**config.mk**
```make
export PLATFORM = sky130hd
export DESIGN_NAME = clint_mmio_flat
export DESIGN_NICKNAME = d
export VERILOG_FILES = /design/src/rtl/clint_pkg.sv /design/src/rtl/clint_mmio_if.sv /design/src/rtl/clint_prescaler.sv /design/src/rtl/clint_mmio.sv /design/src/flat_wrapper.sv
export SDC_FILE = /design/constraint.sdc
export NUM_CORES = 1
export LEC_CHECK = 0
export CORE_AREA = 3 3 165 151
export DETAILED_ROUTE_END_ITERATION = 10
export DIE_AREA = 0 0 168 154
export PLACE_DENSITY = 0.8
export SLEW_MARGIN = 15
export SYNTH_ARGS = -nofsm -noshare
export SYNTH_HDL_FRONTEND = slang
export SYNTH_HIERARCHICAL = 1
export SYNTH_SLANG_ARGS = --single-unit
```
**constraint.sdc**
```tcl
create_clock -name clk -period 4.4 [get_ports clk]
set_clock_uncertainty 0.15 [all_clocks]
set_input_delay 0.66 -clock clk [delete_from_list [all_inputs] [get_ports clk]]
set_output_delay 0.66 -clock clk [all_outputs]
set_load 0.05 [all_outputs]
```
**src/rtl/clint_pkg.sv**
```systemverilog
// Shared constants and types for the core-local interruptor (timer + software interrupt).
package clint_pkg;

  localparam int unsigned XLEN   = 64;
  localparam int unsigned STRB_W = XLEN / 8;

  localparam logic [XLEN-1:0] CLINT_MSIP_OFF     = 64'h0000_0000_0000_0000;
  localparam logic [XLEN-1:0] CLINT_MTIMECMP_OFF = 64'h0000_0000_0000_4000;
  localparam logic [XLEN-1:0] CLINT_MTIME_OFF    = 64'h0000_0000_0000_BFF8;

  localparam logic [XLEN-1:0] MTIMECMP_RST = 64'hFFFF_FFFF_FFFF_FFFF;

  // Machine timer interrupt cause, also consumed by the CSR file.
  localparam logic [XLEN-1:0] MCAUSE_MTI = 64'h8000_0000_0000_0007;

  typedef enum logic {
    ST_IDLE = 1'b0,
    ST_RESP = 1'b1
  } req_state_e;

  typedef struct packed {
    logic [XLEN-1:0] rdata;
    logic            err;
  } clint_resp_t;

endpackage

```
**src/rtl/clint_mmio_if.sv**
```systemverilog
// LSU-side load/store port of the CLINT: one request outstanding, valid/ready on both legs.
interface clint_mmio_if;
  import clint_pkg::*;

  logic              req_valid;
  logic              req_ready;
  logic              req_we;
  logic [XLEN-1:0]   req_addr;
  logic [XLEN-1:0]   req_wdata;
  logic [STRB_W-1:0] req_wstrb;
  logic              resp_valid;
  logic              resp_ready;
  logic [XLEN-1:0]   resp_rdata;
  logic              resp_err;

  modport master (
    output req_valid, req_we, req_addr, req_wdata, req_wstrb, resp_ready,
    input  req_ready, resp_valid, resp_rdata, resp_err
  );

  modport slave (
    input  req_valid, req_we, req_addr, req_wdata, req_wstrb, resp_ready,
    output req_ready, resp_valid, resp_rdata, resp_err
  );

endinterface

```
**src/rtl/clint_prescaler.sv**
```systemverilog
// mtime prescaler: tick_c pulses once every TICK_DIV clocks; clr restarts the period.
module clint_prescaler #(
  parameter int unsigned TICK_DIV = 1
) (
  input  logic clk,
  input  logic rst,
  input  logic clr,
  output logic tick_c
);

  localparam int unsigned CNT_W = (TICK_DIV > 1) ? $clog2(TICK_DIV) : 1;
  localparam logic [CNT_W-1:0] CNT_MAX = CNT_W'(TICK_DIV - 1);

  logic [CNT_W-1:0] div_cnt;

  assign tick_c = (div_cnt == CNT_MAX);

  always_ff @(posedge clk) begin
    if (rst || clr || tick_c) begin
      div_cnt <= '0;
    end else begin
      div_cnt <= div_cnt + CNT_W'(1);
    end
  end

endmodule

```
**src/rtl/clint_mmio.sv**
```systemverilog
// Memory-mapped mtime/mtimecmp/msip block with registered timer interrupt request.
module clint_mmio
  import clint_pkg::*;
#(
  parameter logic [XLEN-1:0] BASE     = 64'h0000_0000_0200_0000,
  parameter int unsigned     TICK_DIV = 1
) (
  input  logic         clk,
  input  logic         rst,
  clint_mmio_if.slave  bus,
  input  logic         ena,
  input  logic         MIE,
  input  logic         MTIE,
  output logic         tint,
  output logic         msip
);

  req_state_e      state, state_nxt;
  logic            accept_c;
  logic [XLEN-1:0] mtime, mtimecmp;
  logic            msip_q;
  logic [XLEN-1:0] off_c, rd_c;
  logic            aligned_c, sel_msip_c, sel_cmp_c, sel_time_c, hit_c;
  logic            mtime_wr_c, tick_c, mtip_c;
  clint_resp_t     resp_q, resp_nxt;

  function automatic logic [XLEN-1:0] strb_merge(input logic [XLEN-1:0]   old_v,
                                                 input logic [XLEN-1:0]   new_v,
                                                 input logic [STRB_W-1:0] strb);
    logic [XLEN-1:0] res;
    res = old_v;
    for (int i = 0; i < int'(STRB_W); i++) begin
      if (strb[i]) res[8*i +: 8] = new_v[8*i +: 8];
    end
    return res;
  endfunction

  always_ff @(posedge clk) begin
    if (rst) state <= ST_IDLE;
    else     state <= state_nxt;
  end

  // Request FSM: a new request is taken only while no response is pending.
  always_comb begin
    state_nxt = state;
    accept_c  = 1'b0;
    case (state)
      ST_IDLE: begin
        if (bus.req_valid) begin
          accept_c  = 1'b1;
          state_nxt = ST_RESP;
        end
      end
      ST_RESP: begin
        if (bus.resp_ready) state_nxt = ST_IDLE;
      end
      default: state_nxt = ST_IDLE;
    endcase
  end

  assign bus.req_ready  = (state == ST_IDLE);
  assign bus.resp_valid = (state == ST_RESP);
  assign bus.resp_rdata = resp_q.rdata;
  assign bus.resp_err   = resp_q.err;
  assign msip           = msip_q;

  // Address decode and load mux on pre-edge register values.
  always_comb begin
    off_c      = bus.req_addr - BASE;
    aligned_c  = (bus.req_addr[2:0] == 3'b000);
    sel_msip_c = aligned_c && (off_c == CLINT_MSIP_OFF);
    sel_cmp_c  = aligned_c && (off_c == CLINT_MTIMECMP_OFF);
    sel_time_c = aligned_c && (off_c == CLINT_MTIME_OFF);
    hit_c      = sel_msip_c || sel_cmp_c || sel_time_c;
    rd_c       = '0;
    if (sel_msip_c)      rd_c = XLEN'(msip_q);
    else if (sel_cmp_c)  rd_c = mtimecmp;
    else if (sel_time_c) rd_c = mtime;
    resp_nxt.err   = ~hit_c;
    resp_nxt.rdata = bus.req_we ? '0 : rd_c;
  end

  assign mtime_wr_c = accept_c && bus.req_we && sel_time_c;
  assign mtip_c     = (mtime >= mtimecmp);

  clint_prescaler #(
    .TICK_DIV (TICK_DIV)
  ) u_prescaler (
    .clk    (clk),
    .rst    (rst),
    .clr    (mtime_wr_c),
    .tick_c (tick_c)
  );

  // A store to mtime overrides the increment due on the same edge.
  always_ff @(posedge clk) begin
    if (rst) begin
      mtime    <= '0;
      mtimecmp <= MTIMECMP_RST;
      msip_q   <= 1'b0;
      resp_q   <= '0;
      tint     <= 1'b0;
    end else begin
      if (mtime_wr_c) begin
        mtime <= strb_merge(mtime, bus.req_wdata, bus.req_wstrb);
      end else if (tick_c) begin
        mtime <= mtime + XLEN'(1);
      end
      if (accept_c && bus.req_we && sel_cmp_c) begin
        mtimecmp <= strb_merge(mtimecmp, bus.req_wdata, bus.req_wstrb);
      end
      if (accept_c && bus.req_we && sel_msip_c && bus.req_wstrb[0]) begin
        msip_q <= bus.req_wdata[0];
      end
      if (accept_c) resp_q <= resp_nxt;
      tint <= mtip_c & MIE & MTIE & ena;
    end
  end

endmodule

```
**src/flat_wrapper.sv**
```systemverilog
// flat-port wrapper written by rule: the top's interface ports become plain ports
module clint_mmio_flat import clint_pkg::*;
#(
  parameter logic [XLEN-1:0] BASE     = 64'h0000_0000_0200_0000,
  parameter int unsigned     TICK_DIV = 1
)
  (clk, rst, ena, MIE, MTIE, tint, msip, bus_req_valid, bus_req_we, bus_req_addr, bus_req_wdata, bus_req_wstrb, bus_resp_ready, bus_req_ready, bus_resp_valid, bus_resp_rdata, bus_resp_err);
  clint_mmio_if bus_i ();
  input  logic clk;
  input  logic rst;
  input  logic ena;
  input  logic MIE;
  input  logic MTIE;
  output logic tint;
  output logic msip;
  input wire logic [$bits(bus_i.req_valid)-1:0] bus_req_valid;
  input wire logic [$bits(bus_i.req_we)-1:0] bus_req_we;
  input wire logic [$bits(bus_i.req_addr)-1:0] bus_req_addr;
  input wire logic [$bits(bus_i.req_wdata)-1:0] bus_req_wdata;
  input wire logic [$bits(bus_i.req_wstrb)-1:0] bus_req_wstrb;
  input wire logic [$bits(bus_i.resp_ready)-1:0] bus_resp_ready;
  output wire logic [$bits(bus_i.req_ready)-1:0] bus_req_ready;
  output wire logic [$bits(bus_i.resp_valid)-1:0] bus_resp_valid;
  output wire logic [$bits(bus_i.resp_rdata)-1:0] bus_resp_rdata;
  output wire logic [$bits(bus_i.resp_err)-1:0] bus_resp_err;
  assign bus_i.req_valid = bus_req_valid;
  assign bus_i.req_we = bus_req_we;
  assign bus_i.req_addr = bus_req_addr;
  assign bus_i.req_wdata = bus_req_wdata;
  assign bus_i.req_wstrb = bus_req_wstrb;
  assign bus_i.resp_ready = bus_resp_ready;
  assign bus_req_ready = bus_i.req_ready;
  assign bus_resp_valid = bus_i.resp_valid;
  assign bus_resp_rdata = bus_i.resp_rdata;
  assign bus_resp_err = bus_i.resp_err;
  clint_mmio #(.BASE(BASE), .TICK_DIV(TICK_DIV)) u_core (.clk(clk), .rst(rst), .bus(bus_i), .ena(ena), .MIE(MIE), .MTIE(MTIE), .tint(tint), .msip(msip));
endmodule
```
==> impl_metrics.json, run 1 <==
{
  "numCtsBuffers": 17,
  "critPathArrivalTime_ns": 4.25,
  "row_count": 53,
  "clockBufferDepth": 2,
  "hold_depth": 2,
  "wl_um": 38000,
  "finalNetCount": 1919,
  "ant_nets": 0,
  "syn_nets": 1719,
  "grt_first_pass_wirelength_um": 60800,
  "track_usage_pct": 28.2,
  "vias": 12700,
  "crit_chain": "clkdlybuf4s50_1 > nor4_2 > nand4_1 > buf_4 > o41ai_2 > o21ai_1 > or4_1 > nor4_4 > buf_12 > buf_4 > a22oi_1 > o21ai_1",
  "cts_tree": "built",
  "synth_top_area_share_pct": 31.3,
  "synth-warning-count": 6,
  "p_total_mw": 3.70,
  "die_area_um2": 25900,
  "syn_area_per_cell_um2": 8.34,
  "powerDensity_nw_per_um2": 234,
  "finalSetupTns_ns": 0,
  "ys_ff_latch": 197,
  "slew_viol_final": 0,
  "cp.buffers_inverters": 4,
  "path_clk_slew_ns": 0.07,
  "yosysMostFrequentCell": "dfxtp_1",
  "grt_pass1_vias": 12100,
  "fmax_mhz": 247,
  "cts.sinks": 197,
  "clk_latency_ns": 0.44,
  "maxCapViolations": 0,
  "path_delay_family": "simple AND/OR/NAND/NOR gates",
  "synth-seq-area-share_pct": 31.3,
  "crit_fanout": 23,
  "io_pins": 213,
  "r2r_cells": 7,
  "fin_hold_ws_ns": 0.303,
  "synthArstFlopShare_pct": 0,
  "cts_setup_buffers": 0,
  "gp_congestion": 0.886,
  "fin_cells": 2024,
  "place_hpwl_um": 28000,
  "path_class": "in -> reg",
  "syn_to_final_growth_pct": 25.7,
  "drtIter0Drc": 1390,
  "ys.flop_type": "dfxtp_1",
  "hold_buffers": 0,
  "cts-resized-gates": 0,
  "critPathLaunchType": "input pin",
  "cp.depth": 12,
  "fin_crit_ns": 4.04,
  "max-vdd-ir-drop_mv": 0.192,
  "overflow": 0,
  "synth_area_um2": 12600,
  "synth_top_cell_by_area": "dfxtp_1",
  "coreArea_um2": 23300,
  "slowest_stage": "or4_1",
  "root_buffer": "clkbuf_16",
  "maxSlewHeadroom_pct": 18.9,
  "synthesis.instances": 1509,
  "tightest_slew_ns": 1.21,
  "fin_crit_sh_pct": 91.9,
  "start_util_pct": 54.1,
  "cp_data_required_time_ns": 4.61,
  "grt_max_degree": 71,
  "worst_setup_path_end_kind": "register",
  "finalHoldViolCount": 0,
  "rsz0062_at_grt": "no",
  "avgRoutedWirePerCell_um": 18.8,
  "die_w_um": 168,
  "synth_area_leaders": "dfxtp_1, ha_1, a22oi_2, mux2i_1, nor2_1",
  "dp_cells": 1992,
  "die_h_um": 154,
  "yosys-top-cells-count": "dfxtp_1, nor2_1, nand2_1",
  "htreeDepth": 4,
  "synth_edf_count": 0,
  "ys_types": 83,
  "drive_above_1_share_pct": 14.3,
  "max_stage_delay_ns": 0.61,
  "status": "completed",
  "routed_via_density": 6.25,
  "grt_antenna_before_repair": 0,
  "dr.pass1.iters": 5,
  "leakagePower_nw": 6.17,
  "diodes": 0,
  "hp-class": "reg -> reg",
  "drc": 0,
  "setup_viol": 0,
  "numPortBuffers": 212
}
-- worst min-delay path: stages, from the launching register on --
cell	delay, ns
dfxtp_1	0.32
nand2_1	0.06
o21ai_2	0.04
-- final cells by class --
| class | instances | area [µm²] |
|---|---|---|
| clock buffer | 23 | 458 |
| clock inverter | 9 | 118 |
| fill | 1794 | 7450 |
| inverter | 97 | 364 |
| multi-input combinational | 1118 | 7810 |
| sequential | 197 | 3940 |
| tap | 302 | 378 |
| timing repair buffer | 278 | 2750 |
-- metrics by stage --
step                      worst slack, ns  util (%)  instance area [µm²]
after global placement             0.0972      65.5                15300
after floorplan                     0.718         -                12600
final                               0.357      68.0                15800
after detailed placement          -0.0847      65.5                15300
after global routing                0.102      68.0                15800
after CTS                           0.383      68.0                15800
-- report_power, final --
group / internal [mW] / total (mW) / switching [mW]
registers: 1.79 / 1.79 / 0.00526
logic: 0.167 / 0.350 / 0.183
clock network: 0.862 / 1.56 / 0.701
total: 2.81 / 3.70 / 0.889
-- worst paths after layout --
kind                             start                        end  slack [ns]
min reg2reg  u_core/bus.resp_rdata[28]  u_core/bus.resp_rdata[28]        0.30
max reg2reg            u_core/mtime[3]           u_core/mtime[60]        0.89
min          u_core/bus.resp_rdata[28]  u_core/bus.resp_rdata[28]        0.30
max                   bus_req_addr[38]  u_core/bus.resp_rdata[37]        0.36
-- cells in the final DEF, fill, tap and decap left out, types with 34 or more instances in the layout --
cell type        Yosys  layout
clkdlybuf4s50_1      0     211
dfxtp_1            197     197
nor2_1             171     170
nand2_1            130     130
inv_1               97      96
mux2i_1             70      70
ha_1                66      66
a22oi_2             60      60
o21ai_2             60      60
buf_4               12      56
nor3_1              47      47
o21ai_0             46      46
nand3_1             42      42
nand4_1             40      40
a31oi_1             34      34
-- state kept, by name, summed over array words and instances, names as in the netlist --
signal,cells
u_core/bus.resp_rdata,64
u_core/mtime,64
u_core/mtimecmp,64
u_core/bus.resp_err,1
u_core/bus.resp_valid,1
u_core/msip,1
u_core/tint,1
u_core/u_prescaler/div_cnt,1
-- per-layer routing --
layer  vias up  GRT usage, %  wire length [µm]
li1       5993             -                 -
met1      5908          37.4             16000
met2       653          46.3             17700
met3       102          4.96              3260
met4         0          9.89               978
met5         -             0                 0
-- cells by family after synthesis --
group / Yosys count / synth area share, %
other cells: 1 / 0.0298
buf+inv: 194 / 6.95
flops: 197 / 31.3
fa+ha+maj: 66 / 6.56
simple gates: 588 / 23.9
mux: 77 / 6.19
compound gates: 380 / 24.7
xor+xnor: 6 / 0.417
No activity file was read; power rests on OpenSTA's default activity.
==> run 2: changes to the inputs <==
--- a/config.mk
+++ b/config.mk
@@ -5,10 +5,13 @@
 export SDC_FILE = /design/constraint.sdc
 export NUM_CORES = 1
 export LEC_CHECK = 0
-export CORE_AREA = 3 3 165 151
+export CELL_PAD_IN_SITES_DETAIL_PLACEMENT = 0
+export CELL_PAD_IN_SITES_GLOBAL_PLACEMENT = 1
+export CORE_AREA = 3 3 192 175
 export DETAILED_ROUTE_END_ITERATION = 10
-export DIE_AREA = 0 0 168 154
-export PLACE_DENSITY = 0.8
+export DIE_AREA = 0 0 195 178
+export PLACE_DENSITY_LB_ADDON = 0.1
+export RECOVER_POWER = 100
 export SLEW_MARGIN = 15
 export SYNTH_ARGS = -nofsm -noshare
 export SYNTH_HDL_FRONTEND = slang
==> run 2 against run 1 <==
Net effect:
- die area rose by 34%
- clock-buffer cell count is 6 lower
- clock power shrank 3%
- critical path depth unchanged
- combinational power barely moved
- sequential power hardly changed
- cell count grew 6.2%
- flip-flop and latch count unchanged
- setup slack improved by 0.028 ns
- first-iteration DRC count shrank 37%
==> impl_metrics.json, run 2 (same netlist as run 1, synthesis figures left out) <==
{
  "pre_cts_ws_ns": -0.0150,
  "slew_viol_final": 0,
  "start_util_pct": 39.6,
  "root_buffer": "clkbuf_16",
  "r2r_cells": 7,
  "grt_pass1_vias": 11600,
  "dr.pass1.iters": 5,
  "htreeDepth": 4,
  "drtIter0Drc": 872,
  "coreArea_um2": 31800,
  "critPathLaunchType": "input pin",
  "status": "completed",
  "worst_path_most_repeated_cell": "and3_1",
  "layout_common_cells": "dfxtp_1, nor2_1, clkdlybuf4s50_1, nand2_1, inv_1",
  "track_usage_pct": 23.1,
  "finalSetupTns_ns": 0,
  "drc": 0,
  "die_w_um": 195,
  "numPortBuffers": 212,
  "overflow": 0,
  "p_seq_share_pct": 48.9,
  "syn_to_final_growth_pct": 24.8,
  "drive_above_1_share_pct": 11.3,
  "setup_viol": 0,
  "cts-resized-gates": 0,
  "clockBufferDepth": 2,
  "grt_antenna_before_repair": 0,
  "path_clk_slew_ns": 0.07,
  "layout_setup_ws_ns": 0.384,
  "grt_max_degree": 89,
  "worst_setup_path_end_kind": "register",
  "wl_um": 40800,
  "hold_buffers": 0,
  "crit_fanout": 12,
  "clkPwrFrac_pct": 41.5,
  "hp-class": "reg -> reg",
  "dp_cells": 2118,
  "slowest_stage": "or4b_1",
  "fin_crit_sh_pct": 91.3,
  "powerDensity_nw_per_um2": 233,
  "die_h_um": 178,
  "hold_depth": 2,
  "vias": 12000,
  "routed_via_density": 5.60,
  "ant_nets": 0,
  "diodes": 0,
  "p_total_mw": 3.66,
  "clk_latency_ns": 0.45,
  "cp_data_required_time_ns": 4.54,
  "maxCapViolations": 0,
  "cts.sinks": 197,
  "grt_first_pass_wirelength_um": 64800,
  "tightest_slew_ns": 0.928,
  "combPwrFrac_pct": 9.7,
  "maxSlewHeadroom_pct": 38.1,
  "cts_tree": "built",
  "max-vdd-ir-drop_mv": 0.277,
  "critPathArrivalTime_ns": 4.15,
  "p_sw_mw": 0.966,
  "max_stage_delay_ns": 0.51,
  "final_util_pct": 49.4,
  "path_class": "in -> reg",
  "die_area_um2": 34700,
  "io_pins": 213,
  "rsz0062_at_grt": "no",
  "gp_congestion": 0.830,
  "leakagePower_nw": 6.38,
  "cts_setup_buffers": 0,
  "fmax_mhz": 249,
  "avgRoutedWirePerCell_um": 19.0,
  "layout_commonest_cell": "dfxtp_1",
  "crit_chain": "clkdlybuf4s50_1 > nor4_4 > nand3_2 > buf_4 > or4b_1 > and3_1 > and3_1 > nand3_1 > inv_1 > clkbuf_2 > o311ai_0 > a21oi_1",
  "swShare_pct": 26.4,
  "numCtsBuffers": 17,
  "row_count": 62,
  "fin_crit_ns": 4.02,
  "fin_cells": 2149,
  "finalHoldViolCount": 0,
  "finalNetCount": 1931,
  "p_int_mw": 2.70,
  "place_hpwl_um": 30400
}
run 2: metrics by stage:
stage          hold WS [ns]  instance area (µm²)
6_report              0.300                15700
2_1_floorplan         0.318                12600
3_3_place_gp          0.287                15500
5_1_grt               0.319                15700
3_5_place_dp          0.291                15500
4_1_cts               0.305                16100
run 2: final cells by class:
class / instances / area [µm²]
clock buffers: 17 / 425
clock inverters: 14 / 123
fillers: 3110 / 16100
inverters: 97 / 364
multi-input cells: 1118 / 7530
flip-flops and latches: 197 / 3940
well taps: 416 / 520
repair buffers: 290 / 2810
run 2: per-layer routing:
metal | routed length (µm) | up-vias | share of wire [%] | GRT usage (%)
met5 | 0 | - | 0 | 0
met1 | 20400 | 5688 | 50 | 33.9
met4 | 566 | 0 | 1.4 | 5.52
li1 | - | 5997 | - | -
met3 | 1910 | 33 | 4.7 | 3.66
met2 | 17900 | 311 | 44 | 35.7
run 2: critical path: cells and delay by family:
family	cells	cell delay [ns]
simple gates	6	1.78
buf+inv	4	1.08
compound gates	2	0.64
run 2: power by group through the flow:
stage	Sequential, mW	Combinational, mW	Clock, mW
4_1_cts	1.79	0.358	1.57
3_5_place_dp	1.83	0.356	0
6_report	1.79	0.353	1.52
3_3_place_gp	1.83	0.355	0
2_1_floorplan	1.84	0.125	0
5_1_grt	1.79	0.382	1.62
run 2: worst paths after layout:
path,end,from,slack (ns)
worst max register to register,u_core/mtime[60],u_core/mtime[3],0.83
worst max-delay path,u_core/mtime[16],bus_req_addr[28],0.38
worst min register to register,u_core/bus.resp_rdata[57],u_core/bus.resp_rdata[57],0.30
worst min-delay path,u_core/bus.resp_rdata[57],u_core/bus.resp_rdata[57],0.30
